===== config.mk =====
export PLATFORM = sky130hd
export DESIGN_NAME = cordic_vectoring_iter
export DESIGN_NICKNAME = d
export VERILOG_FILES = /design/src/rtl/cordic_vectoring_iter.sv
export SDC_FILE = /design/constraint.sdc
export NUM_CORES = 1
export LEC_CHECK = 0
export ABC_AREA = 1
export BUFFER_PORTS_ARGS = -buffer_cell sky130_fd_sc_hd__buf_2
export CAP_MARGIN = 20
export CELL_PAD_IN_SITES_DETAIL_PLACEMENT = 1
export CELL_PAD_IN_SITES_GLOBAL_PLACEMENT = 1
export CORE_MARGIN = 2
export CORE_UTILIZATION = 40
export CTS_BUF_LIST = sky130_fd_sc_hd__clkbuf_4 sky130_fd_sc_hd__clkbuf_8 sky130_fd_sc_hd__clkbuf_16
export DETAILED_ROUTE_END_ITERATION = 16
export PLACE_DENSITY = 0.9
export SYNTH_ARGS = -nofsm -noshare
export SYNTH_HDL_FRONTEND = slang
export SYNTH_SLANG_ARGS = --single-unit

===== constraint.sdc =====
create_clock -name clk -period 4.4 [get_ports clk]
set_clock_uncertainty 0.15 [all_clocks]
set_input_delay 0.44 -clock clk [delete_from_list [all_inputs] [get_ports clk]]
set_output_delay 0.44 -clock clk [all_outputs]
set_load 0.05 [all_outputs]

===== src/rtl/cordic_vectoring_iter.sv =====
// Iterative vectoring-mode CORDIC: (x, y) -> raw-gain magnitude and atan2(y, x), one micro-rotation per clock.
// Optional macro CORDIC_VEC_GAIN_COMP_EN adds a one-cycle gain-compensation multiply so mag_out ~ |v|.
module cordic_vectoring_iter #(
  parameter int DATA_W = 32,
  parameter int ITER   = 16
) (
  input  logic                     clk,
  input  logic                     rst,
  input  logic                     in_valid,
  output logic                     in_ready,
  input  logic signed [DATA_W-1:0] x_in,
  input  logic signed [DATA_W-1:0] y_in,
  output logic                     out_valid,
  input  logic                     out_ready,
  output logic [DATA_W+2:0]        mag_out,
  output logic signed [31:0]       angle_out,
  output logic                     zero_in
);

  localparam int IW = DATA_W + 3;
  localparam logic [4:0]         LAST_I   = 5'(ITER - 1);
  localparam logic signed [31:0] HALF_PI  = 32'sh3243F6A9;
  localparam logic signed [33:0] PI_Q     = 34'sd1686629713;
  localparam logic signed [33:0] TWO_PI_Q = 34'sd3373259426;

  typedef enum logic [2:0] {
    S_IDLE,
    S_PRE,
    S_ITER,
    S_GAIN,
    S_DONE
  } state_t;

  // atan(2^-i) in Q3.29, rounded to nearest
  function automatic logic signed [31:0] atan_tab(input logic [4:0] idx);
    case (idx)
      5'd0:    atan_tab = 32'sh1921FB54;
      5'd1:    atan_tab = 32'sh0ED63383;
      5'd2:    atan_tab = 32'sh07D6DD7E;
      5'd3:    atan_tab = 32'sh03FAB753;
      5'd4:    atan_tab = 32'sh01FF55BB;
      5'd5:    atan_tab = 32'sh00FFEAAE;
      5'd6:    atan_tab = 32'sh007FFD55;
      5'd7:    atan_tab = 32'sh003FFFAB;
      5'd8:    atan_tab = 32'sh001FFFF5;
      5'd9:    atan_tab = 32'sh000FFFFF;
      5'd10:   atan_tab = 32'sh00080000;
      5'd11:   atan_tab = 32'sh00040000;
      5'd12:   atan_tab = 32'sh00020000;
      5'd13:   atan_tab = 32'sh00010000;
      5'd14:   atan_tab = 32'sh00008000;
      5'd15:   atan_tab = 32'sh00004000;
      5'd16:   atan_tab = 32'sh00002000;
      5'd17:   atan_tab = 32'sh00001000;
      5'd18:   atan_tab = 32'sh00000800;
      5'd19:   atan_tab = 32'sh00000400;
      5'd20:   atan_tab = 32'sh00000200;
      5'd21:   atan_tab = 32'sh00000100;
      5'd22:   atan_tab = 32'sh00000080;
      5'd23:   atan_tab = 32'sh00000040;
      5'd24:   atan_tab = 32'sh00000020;
      5'd25:   atan_tab = 32'sh00000010;
      5'd26:   atan_tab = 32'sh00000008;
      5'd27:   atan_tab = 32'sh00000004;
      5'd28:   atan_tab = 32'sh00000002;
      5'd29:   atan_tab = 32'sh00000001;
      default: atan_tab = 32'sh00000000;
    endcase
  endfunction

  state_t                 state_q, state_d;
  logic signed [IW-1:0]   x_q, x_d, y_q, y_d;
  logic signed [31:0]     z_q, z_d;
  logic [4:0]             i_q, i_d;
  logic                   zero_q, zero_d;
  logic                   out_valid_q, out_valid_d;
  logic [IW-1:0]          mag_out_q, mag_out_d;
  logic signed [31:0]     angle_out_q, angle_out_d;
  logic                   zero_in_q, zero_in_d;

  logic signed [IW-1:0]   x_sh, y_sh;
  logic signed [33:0]     z_ext, z_wrap;

  assign x_sh  = x_q >>> i_q;
  assign y_sh  = y_q >>> i_q;
  assign z_ext = {{2{z_q[31]}}, z_q};

`ifdef CORDIC_VEC_GAIN_COMP_EN
  localparam logic signed [31:0] GAIN_K = 32'sh26DD3B6A;
  logic signed [IW+31:0] prod;
  assign prod = x_q * GAIN_K;
`endif

  // Residual angle can overshoot +/-pi slightly; fold it back, leaving exactly +pi alone.
  always_comb begin
    if (z_ext > PI_Q)       z_wrap = z_ext - TWO_PI_Q;
    else if (z_ext < -PI_Q) z_wrap = z_ext + TWO_PI_Q;
    else                    z_wrap = z_ext;
  end

  always_comb begin
    // NOTE: each _d defaults to its held value first, so no branch below can infer a latch.
    state_d     = state_q;
    x_d         = x_q;
    y_d         = y_q;
    z_d         = z_q;
    i_d         = i_q;
    zero_d      = zero_q;
    out_valid_d = out_valid_q;
    mag_out_d   = mag_out_q;
    angle_out_d = angle_out_q;
    zero_in_d   = zero_in_q;

    unique case (state_q)
      S_IDLE: begin
        if (in_valid) begin
          x_d     = {{3{x_in[DATA_W-1]}}, x_in};
          y_d     = {{3{y_in[DATA_W-1]}}, y_in};
          z_d     = '0;
          zero_d  = (x_in == '0) && (y_in == '0);
          state_d = S_PRE;
        end
      end
      S_PRE: begin
        if (x_q[IW-1] && !y_q[IW-1]) begin
          x_d = y_q;
          y_d = -x_q;
          z_d = HALF_PI;
        end else if (x_q[IW-1]) begin
          x_d = -y_q;
          y_d = x_q;
          z_d = -HALF_PI;
        end else begin
          z_d = '0;
        end
        i_d     = '0;
        state_d = S_ITER;
      end
      S_ITER: begin
        if (!y_q[IW-1]) begin
          x_d = x_q + y_sh;
          y_d = y_q - x_sh;
          z_d = z_q + atan_tab(i_q);
        end else begin
          x_d = x_q - y_sh;
          y_d = y_q + x_sh;
          z_d = z_q - atan_tab(i_q);
        end
        i_d = i_q + 5'd1;
        if (i_q == LAST_I) begin
`ifdef CORDIC_VEC_GAIN_COMP_EN
          state_d = S_GAIN;
`else
          state_d = S_DONE;
`endif
        end
      end
      S_GAIN: begin
`ifdef CORDIC_VEC_GAIN_COMP_EN
        x_d = IW'(prod >>> 30);
`endif
        state_d = S_DONE;
      end
      S_DONE: begin
        if (!out_valid_q) begin
          out_valid_d = 1'b1;
          zero_in_d   = zero_q;
          mag_out_d   = zero_q ? '0 : $unsigned(x_q);
          angle_out_d = zero_q ? '0 : 32'(z_wrap);
        end else if (out_ready) begin
          out_valid_d = 1'b0;
          state_d     = S_IDLE;
        end
      end
      default: state_d = S_IDLE;
    endcase
  end

  // NOTE: sequential state uses non-blocking assignments so every flop samples pre-edge values.
  always_ff @(posedge clk) begin
    if (rst) begin
      state_q     <= S_IDLE;
      x_q         <= '0;
      y_q         <= '0;
      z_q         <= '0;
      i_q         <= '0;
      zero_q      <= 1'b0;
      out_valid_q <= 1'b0;
      mag_out_q   <= '0;
      angle_out_q <= '0;
      zero_in_q   <= 1'b0;
    end else begin
      state_q     <= state_d;
      x_q         <= x_d;
      y_q         <= y_d;
      z_q         <= z_d;
      i_q         <= i_d;
      zero_q      <= zero_d;
      out_valid_q <= out_valid_d;
      mag_out_q   <= mag_out_d;
      angle_out_q <= angle_out_d;
      zero_in_q   <= zero_in_d;
    end
  end

  assign in_ready  = (state_q == S_IDLE) && !rst;
  assign out_valid = out_valid_q;
  assign mag_out   = mag_out_q;
  assign angle_out = angle_out_q;
  assign zero_in   = zero_in_q;

endmodule


==> qor.txt, run 1 <==
Top cells by count, synth - nand2_1, nand3_1, a21oi_1
Maximum clock path buffer count - 3
Error - [ERROR GRT-0116] Global routing finished with congestion. Check the congestion regions in the DRC Viewer.
Post-synthesis async set-or-reset flop share - 0%
Root Driver - clkbuf_16
Post-Syn Instances - 4305
TritonCTS Buffers - 26
I/O Buffers - 137
Hpwl dp - 122600 µm
EDFF count, synth - 0
Vias in the first global route - 56150
Die width - 251.7 µm
Dominant synthesized flop cell - dfxtp_1
Hold Buf Count CTS - 0
Seq/Total Area, Yosys - 17.05%
Total clock sinks - 209
Total grt overflow - 3743
Failing step - global routing (5_1_grt)
Pin count of the biggest net entering global routing - 130
First-pass GRT wire length - 442700 µm
Synth top area share - 17.05%
Syn Area/Cell - 5.700 µm²
Synth Cell Area - 24540 µm²
Count leader, synth - nand2_1
H-tree levels - 1
GRT Util Overall - 92.65%
Net count after synthesis - 4493
Area leader, netlist - dfxtp_1
Die H - 251.7 µm
Area contributors post-synth - dfxtp_1, nand2_1, nand3_1
Synth Register Bits - 209
Cell Area, Placed - 30570 µm²
Library cells used by synthesis - 62
Placed insts - 5679
Outcome - aborted with a tool error
Synth warn - 0
Routability Congestion - 1.074
Initial Utilization - 40.58%
Site row count - 90
I/O Pins - 138
==> layer usage <==
layer	overflow	global-route usage [%]
met1	101	85.24
met2	2664	113.7
met3	124	78.22
met4	846	98.74
met5	8	57.22
==> logic make-up after synthesis <==
kind of cell,Yosys count,share of synthesized area (%)
xor gates and xnor gates,95,3.391
adders and majority gates,120,6.210
buffers and inverters,661,10.81
muxes,2,0.08158
and+or+nand+nor,2255,40.69
AOI/OAI and AO/OA,963,21.76
DFF,209,17.05
==> repair_timing <==
| action | in CTS |
|---|---|
| hold endpoints to repair | 0 |
| pin swaps | 148 |
| gates cloned | 5 |
| setup endpoints to repair | 73 |
| resized for setup | 678 |
| buffers inserted | 50 |
==> metrics by stage <==
step                      setup TNS (ns)  worst slack (ns)  utilization (%)  hold WS, ns
after CTS                         -23.68           -0.6941            57.39     0.009139
after floorplan                        0            0.2232                -       0.2949
after global placement            -13.57           -0.5613            50.56       0.3006
after detailed placement          -45.24            -1.304            50.56       0.3073
==> inputs of run 2 (changes only) <==
==> config.mk (replaced) <==
export PLATFORM = sky130hd
export DESIGN_NAME = cordic_vectoring_iter
export DESIGN_NICKNAME = d
export VERILOG_FILES = /design/src/rtl/cordic_vectoring_iter.sv
export SDC_FILE = /design/constraint.sdc
export NUM_CORES = 1
export LEC_CHECK = 0
export ABC_AREA = 1
export BUFFER_PORTS_ARGS = -buffer_cell sky130_fd_sc_hd__buf_2
export CAP_MARGIN = 20
export CORE_MARGIN = 2
export CORE_UTILIZATION = 35
export DETAILED_ROUTE_END_ITERATION = 16
export PLACE_DENSITY_LB_ADDON = 0.15
export SYNTH_ARGS = -nofsm -noshare
export SYNTH_HDL_FRONTEND = slang
export SYNTH_SLANG_ARGS = --single-unit
==> constraint.sdc (replaced) <==
create_clock -name clk -period 5.72 [get_ports clk]
set_clock_uncertainty 0.15 [all_clocks]
set_input_delay 0.572 -clock clk [delete_from_list [all_inputs] [get_ports clk]]
set_output_delay 0.572 -clock clk [all_outputs]
set_load 0.05 [all_outputs]
==> qor.txt, run 2 <==
Clk Latency, worst-skew pair - 0.59 ns
DR vias/cell - 5.636
Post-CTS Setup Inserts - 0
Net count after synthesis - 4493
Die H - 268.8 µm
Number of iterations in the first detailed-routing pass - 7
Maximum clock path buffer count - 3
Post-Route WL - 114400 µm
Synth Register Bits - 209
Routability Congestion - 0.9971
CORE AREA - 69660 µm²
TritonCTS Buffers - 27
Total grt overflow - 0
H-tree levels - 1
Area leader, netlist - dfxtp_1
Pre-CTS WS - 0.3081 ns
Most frequent cells in the layout - nand2_1, nand3_1, a21oi_1, inv_1, nor2_1
Vias in the first global route - 28570
Area of the multi-input gates - 17740 µm²
Final #Nets - 4568
Worst-margin pin slew - 1.027 ns
Share of cells above drive strength 1 - 10.44%
TNS Setup - 0 ns
Final Max Tran Viols - 0
Initial Utilization - 35.23%
PD cells - 354.9 nW/µm²
Area contributors post-synth - dfxtp_1, nand2_1, nand3_1
Worst Hold Path Cells - 3
I/O Buffers - 137
Reg2reg path depth - 26
Outcome - finished, final reports clean
Slew HR - 31.05%
Clock-pin transition on the worst setup and hold timing paths - 0.06 ns
Post-DRT Antenna Nets - 0
Synth top area share - 17.05%
FMAX - 187.0 MHz
R2r setup slk - 0.37 ns
Total clock sinks - 209
P_leak - 12.97 nW
CTS tree - built
Die area - 72250 µm²
Max-cap violation count - 0
Setup ws final - 0.3724 ns
Syn Area/Cell - 5.700 µm²
Top cells by count, synth - nand2_1, nand3_1, a21oi_1
Count leader, synth - nand2_1
Hold path endpoint - state_q[0]$_SDFFE_PP0P_
# setup viols final - 0
Post-Syn Instances - 4305
Synth Cell Area - 24540 µm²
First-pass GRT wire length - 170400 µm
Tcrit/Tclk final - 93.49%
CP Class - reg -> reg
Hold path start - in_valid
Initial DRC Count - 2895
GRT Util Overall - 30.83%
I/O Pins - 138
Post-synthesis to final-layout area growth - 11.99%
Die width - 268.8 µm
Peak VDD IR - 0.2449 mV
Initial antenna violation count - 1
Most common cell after layout, fill and taps aside - nand2_1
Hpwl dp - 91320 µm
Setup crit end kind - flip-flop
DRC viols - 0
CP Data Arrival Time - 5.69 ns
Register Area - 4193 µm²
Post-synthesis async set-or-reset flop share - 0%
R2R Path End - x_q[33]$_SDFFE_PP0P_
CP Max Fanout - 63
FF-to-FF Start - i_q[0]$_SDFFE_PP0N_
Final hold vios - 0
Crit path launch type - flip-flop
Site row count - 97
Synth warn - 0
Hold Path Class - in -> reg
EDFF count, synth - 0
DR vias - 30080
Pin count of the biggest net entering global routing - 70
Post-route minimum period - 5.348 ns
Unrepaired setup endpoints after global routing - false
Root Driver - clkbuf_16
Routed len/inst - 21.44 µm
Worst Path Required - 6.06 ns
Dominant synthesized flop cell - dfxtp_1
ANT cells - 0
Seq/Total Area, Yosys - 17.05%
Library cells used by synthesis - 62
Fillers - 7937
[run 2: kinds of logic (layout without fill, tap and decap cells)]
kind of cell | count (synthesis) | count (layout) | synth area share (%)
adder cells (fa/ha/maj) | 120 | 120 | 6.210
XOR/XNOR | 95 | 95 | 3.391
AND/OR/NAND/NOR | 2255 | 2255 | 40.69
AO/OA/AOI/OAI | 963 | 963 | 21.76
multiplexers | 2 | 2 | 0.08158
flip-flops | 209 | 209 | 17.05
buffers and inverters | 661 | 753 | 10.81
[run 2: per-stage QoR]
stage | instances | hold slack, ns | total power, W | utilization [%] | cell area, µm²
after global routing | 5337 | 0.1418 | 0.01046 | 39.45 | 27480
after floorplan | 4305 | 0.2949 | 0.005797 | - | 24540
final | 5337 | 0.1309 | 0.009752 | 39.45 | 27480
after detailed placement | 5291 | 0.3034 | 0.007674 | 38.04 | 26500
after global placement | 5290 | 0.3011 | 0.007694 | 38.03 | 26490
after CTS | 5337 | 0.1123 | 0.009653 | 39.44 | 27480
[run 2: area by class of cell]
class,count,area share [%]
timing repair buffer,263,6.278
multi-input combinational,3435,64.54
tap,940,4.280
clock buffer,33,2.723
clock inverter,13,0.8286
sequential,209,15.26
inverter,444,6.092
[run 2: worst max-delay path, stage by stage (launching register included)]
cell and delay, ns:
dfxtp_2 0.36, buf_12 0.26, o21ai_1 0.20, o211ai_1 0.30, nand3_1 0.13, nand3_1 0.09
nand2_1 0.08, inv_1 0.09, ha_1 0.18, nand3_1 0.08, nor2_1 0.14, nand2_1 0.15
nor2_2 0.14, nor2_1 0.06, xnor2_1 0.31, ha_1 0.34, nand2_1 0.15, inv_1 0.05
a21oi_1 0.17, a21boi_0 0.49, o221ai_1 0.18, nand2_1 0.13, nand3_1 0.14, o21ai_0 0.53
nand3_1 0.14, nand2_1 0.10, inv_1 0.04
[run 2: worst max path at each step]
stage                              from                   end  slack, ns  cells past startpoint
CTS                 i_q[1]$_SDFFE_PP0N_  x_q[25]$_SDFFE_PP0P_       0.29                     32
global route        i_q[1]$_SDFFE_PP0N_  y_q[29]$_SDFFE_PP0P_       0.01                     31
floorplan           i_q[1]$_SDFFE_PP0N_  y_q[30]$_SDFFE_PP0P_       1.54                     31
detailed placement  i_q[1]$_SDFFE_PP0N_  x_q[25]$_SDFFE_PP0P_       0.31                     32
global placement    i_q[1]$_SDFFE_PP0N_  x_q[25]$_SDFFE_PP0P_       0.37                     32
finish              i_q[0]$_SDFFE_PP0N_  x_q[33]$_SDFFE_PP0P_       0.37                     26
[run 2: repair_timing]
action	4_1_cts	5_1_grt
endpoints found under the setup margin	0	11
endpoints found under the hold margin	0	0
gates resized for setup	0	3
hold buffers	0	0
[run 2: report_power, final]
| part | switching (W) | internal (W) |
|---|---|---|
| logic | 0.00403 | 0.00185 |
| registers | 0.000326 | 0.00160 |
| clock network | 0.000757 | 0.00119 |
| total | 0.00512 | 0.00464 |
[run 2: metal layers]
| metal | GRT usage (%) | part of all wire [%] | up-vias |
|---|---|---|---|
| met5 | 0 | 0 | - |
| met4 | 15.29 | 5.7 | 0 |
| met3 | 4.210 | 7.1 | 298 |
| met2 | 53.69 | 47 | 1234 |
| met1 | 37.10 | 40 | 13850 |
| li1 | - | - | 14700 |
(Power assumes the default switching activity.)
==> inputs of run 3 (changes only) <==
--- a/config.mk
+++ b/config.mk
@@ -10,7 +10,10 @@
 export CAP_MARGIN = 20
 export CORE_MARGIN = 2
 export CORE_UTILIZATION = 35
+export CTS_BUF_LIST = sky130_fd_sc_hd__clkbuf_4 sky130_fd_sc_hd__clkbuf_8 sky130_fd_sc_hd__clkbuf_16
+export CTS_CLUSTER_DIAMETER = 150
 export DETAILED_ROUTE_END_ITERATION = 16
+export MAX_ROUTING_LAYER = met4
 export PLACE_DENSITY_LB_ADDON = 0.15
 export SYNTH_ARGS = -nofsm -noshare
 export SYNTH_HDL_FRONTEND = slang
==> qor.txt, run 3 (same netlist as run 2, synthesis figures left out) <==
Outcome - finished, final reports clean
DR vias/cell - 5.680
ANT cells - 0
Max-cap violation count - 0
First-pass GRT wire length - 170800 µm
P_leak - 12.96 nW
Worst-margin pin slew - 1.085 ns
Post-route minimum period - 5.414 ns
CTS tree - built
Initial DRC Count - 2923
Family with the most delay on the worst path - simple AND/OR/NAND/NOR gates
R2r setup slk - 0.31 ns
DRC viols - 0
Die area - 72250 µm²
Share of cells above drive strength 1 - 10.48%
CP Max Fanout - 69
CP Data Arrival Time - 5.72 ns
Fillers - 7898
Post-synthesis to final-layout area growth - 11.85%
Peak VDD IR - 0.1925 mV
Post-DRT Antenna Nets - 0
Hold Path Class - in -> reg
I/O Buffers - 137
Die H - 268.8 µm
Maximum clock path buffer count - 3
Final Util - 39.40%
I/O Pins - 138
Total clock sinks - 209
Routability Congestion - 1.061
Initial antenna violation count - 0
Initial Utilization - 35.23%
Unrepaired setup endpoints after global routing - false
GRT Util Overall - 31.88%
Clk Latency, worst-skew pair - 0.60 ns
CORE AREA - 69660 µm²
Die width - 268.8 µm
DR vias - 30320
# setup viols final - 0
CP max stage cell - nor4_1
Crit path launch type - flip-flop
Pin count of the biggest net entering global routing - 75
Routed len/inst - 21.74 µm
Slew HR - 26.99%
FMAX - 184.7 MHz
Root Driver - clkbuf_16
Post-Route WL - 116000 µm
Max stage delay on crit path - 0.92 ns
Vias in the first global route - 28210
TNS Setup - 0 ns
PD cells - 352.8 nW/µm²
Tcrit/Tclk final - 94.64%
Final Max Tran Viols - 0
Hpwl dp - 92180 µm
Final hold vios - 0
Post-CTS Setup Inserts - 0
Total grt overflow - 0
TritonCTS Buffers - 27
CP Class - reg -> reg
Site row count - 97
Setup crit end kind - flip-flop
Final #Nets - 4566
Number of iterations in the first detailed-routing pass - 6
Most frequent cells in the layout - nand2_1, nand3_1, a21oi_1, inv_1, nor2_1
WP buf/inv - 3
Clock-pin transition on the worst setup and hold timing paths - 0.06 ns
H-tree levels - 1
Hold Buf Count CTS - 0
Worst Path Required - 6.03 ns
Most common cell after layout, fill and taps aside - nand2_1
run 3: cell types whose count changed in the layout (fill, tap and decap cells not counted), sizes merged:
cell / change
buf: -2
bufinv: -3
clkinv: +1
clkbuf: +5
clkinvlp: -1
inv: +1
run 3: area by class of cell:
type / count / area (µm²) / share of cell area, %
Clock inverter: 11 / 143.9 / 0.5242
Tap cell: 940 / 1176 / 4.285
Timing Repair Buffer: 261 / 1723 / 6.277
Clock buffer: 38 / 802.0 / 2.922
Inverter: 444 / 1672 / 6.090
Multi-Input combinational cell: 3435 / 17740 / 64.63
Sequential cell: 209 / 4193 / 15.28
run 3: layer usage:
layer / vias to the layer above / GRT usage [%] / wire length [µm]
li1: 14670 / - / -
met1: 14100 / 37.39 / 45980
met2: 1266 / 54.84 / 55790
met3: 285 / 3.215 / 7906
met4: 0 / 14.65 / 6360
met5: - / - / 0
run 3: through the flow:
stage          setup slack (ns)  cells  total power [W]  hold WS (ns)  area [µm²]
2_1_floorplan             1.543   4305         0.005797        0.2949       24540
3_3_place_gp             0.4120   5288         0.007705        0.3017       26490
3_5_place_dp             0.4318   5289         0.007674        0.3038       26500
4_1_cts                  0.3954   5338         0.009572        0.1083       27450
5_1_grt                 0.03607   5338          0.01034        0.1321       27450
6_report                 0.3064   5338         0.009683        0.1230       27450
run 3: report_power, final:
part           internal, W  leakage (nW)  switching, W  total [W]
clock              0.00111         0.473      0.000762    0.00187
sequential         0.00160          1.71      0.000318    0.00192
combinational      0.00185          10.8       0.00405    0.00590
total              0.00456          13.0       0.00513    0.00968
run 3: worst paths after layout:
kind,startpoint,endpoint,cells after the start
setup / recovery,i_q[1]$_SDFFE_PP0N_,y_q[31]$_SDFFE_PP0P_,26
hold reg to reg,angle_out[17]$_SDFFE_PP0P_,angle_out[17]$_SDFFE_PP0P_,2
hold / removal,y_in[1],y_q[1]$_SDFFE_PP0P_,3
setup reg to reg,i_q[1]$_SDFFE_PP0N_,y_q[31]$_SDFFE_PP0P_,26
run 3: repair_timing:
| item | 4_1_cts | 5_1_grt |
|---|---|---|
| resized for setup | 0 | 2 |
| setup endpoints to repair | 0 | 5 |
| hold endpoints to repair | 0 | 0 |
run 3: worst register-to-register path: stages (launching register included):
cell and delay, ns:
dfxtp_2 0.39, buf_12 0.32, nand3_1 0.20, nand3_1 0.15, nand3_1 0.11, nand2_1 0.11
nand2_1 0.09, nand2_1 0.14, ha_1 0.18, inv_1 0.05, nor2_2 0.13, nand3_2 0.12
nor2_4 0.21, nand2_2 0.11, nor2_4 0.16, nand3_1 0.09, nand2_1 0.12, xor2_1 0.17
inv_1 0.08, ha_1 0.28, nand2_1 0.09, nor4_1 0.93, nand3_1 0.16, o21ai_0 0.37
a21oi_1 0.10, o21ai_0 0.18, a31oi_1 0.13
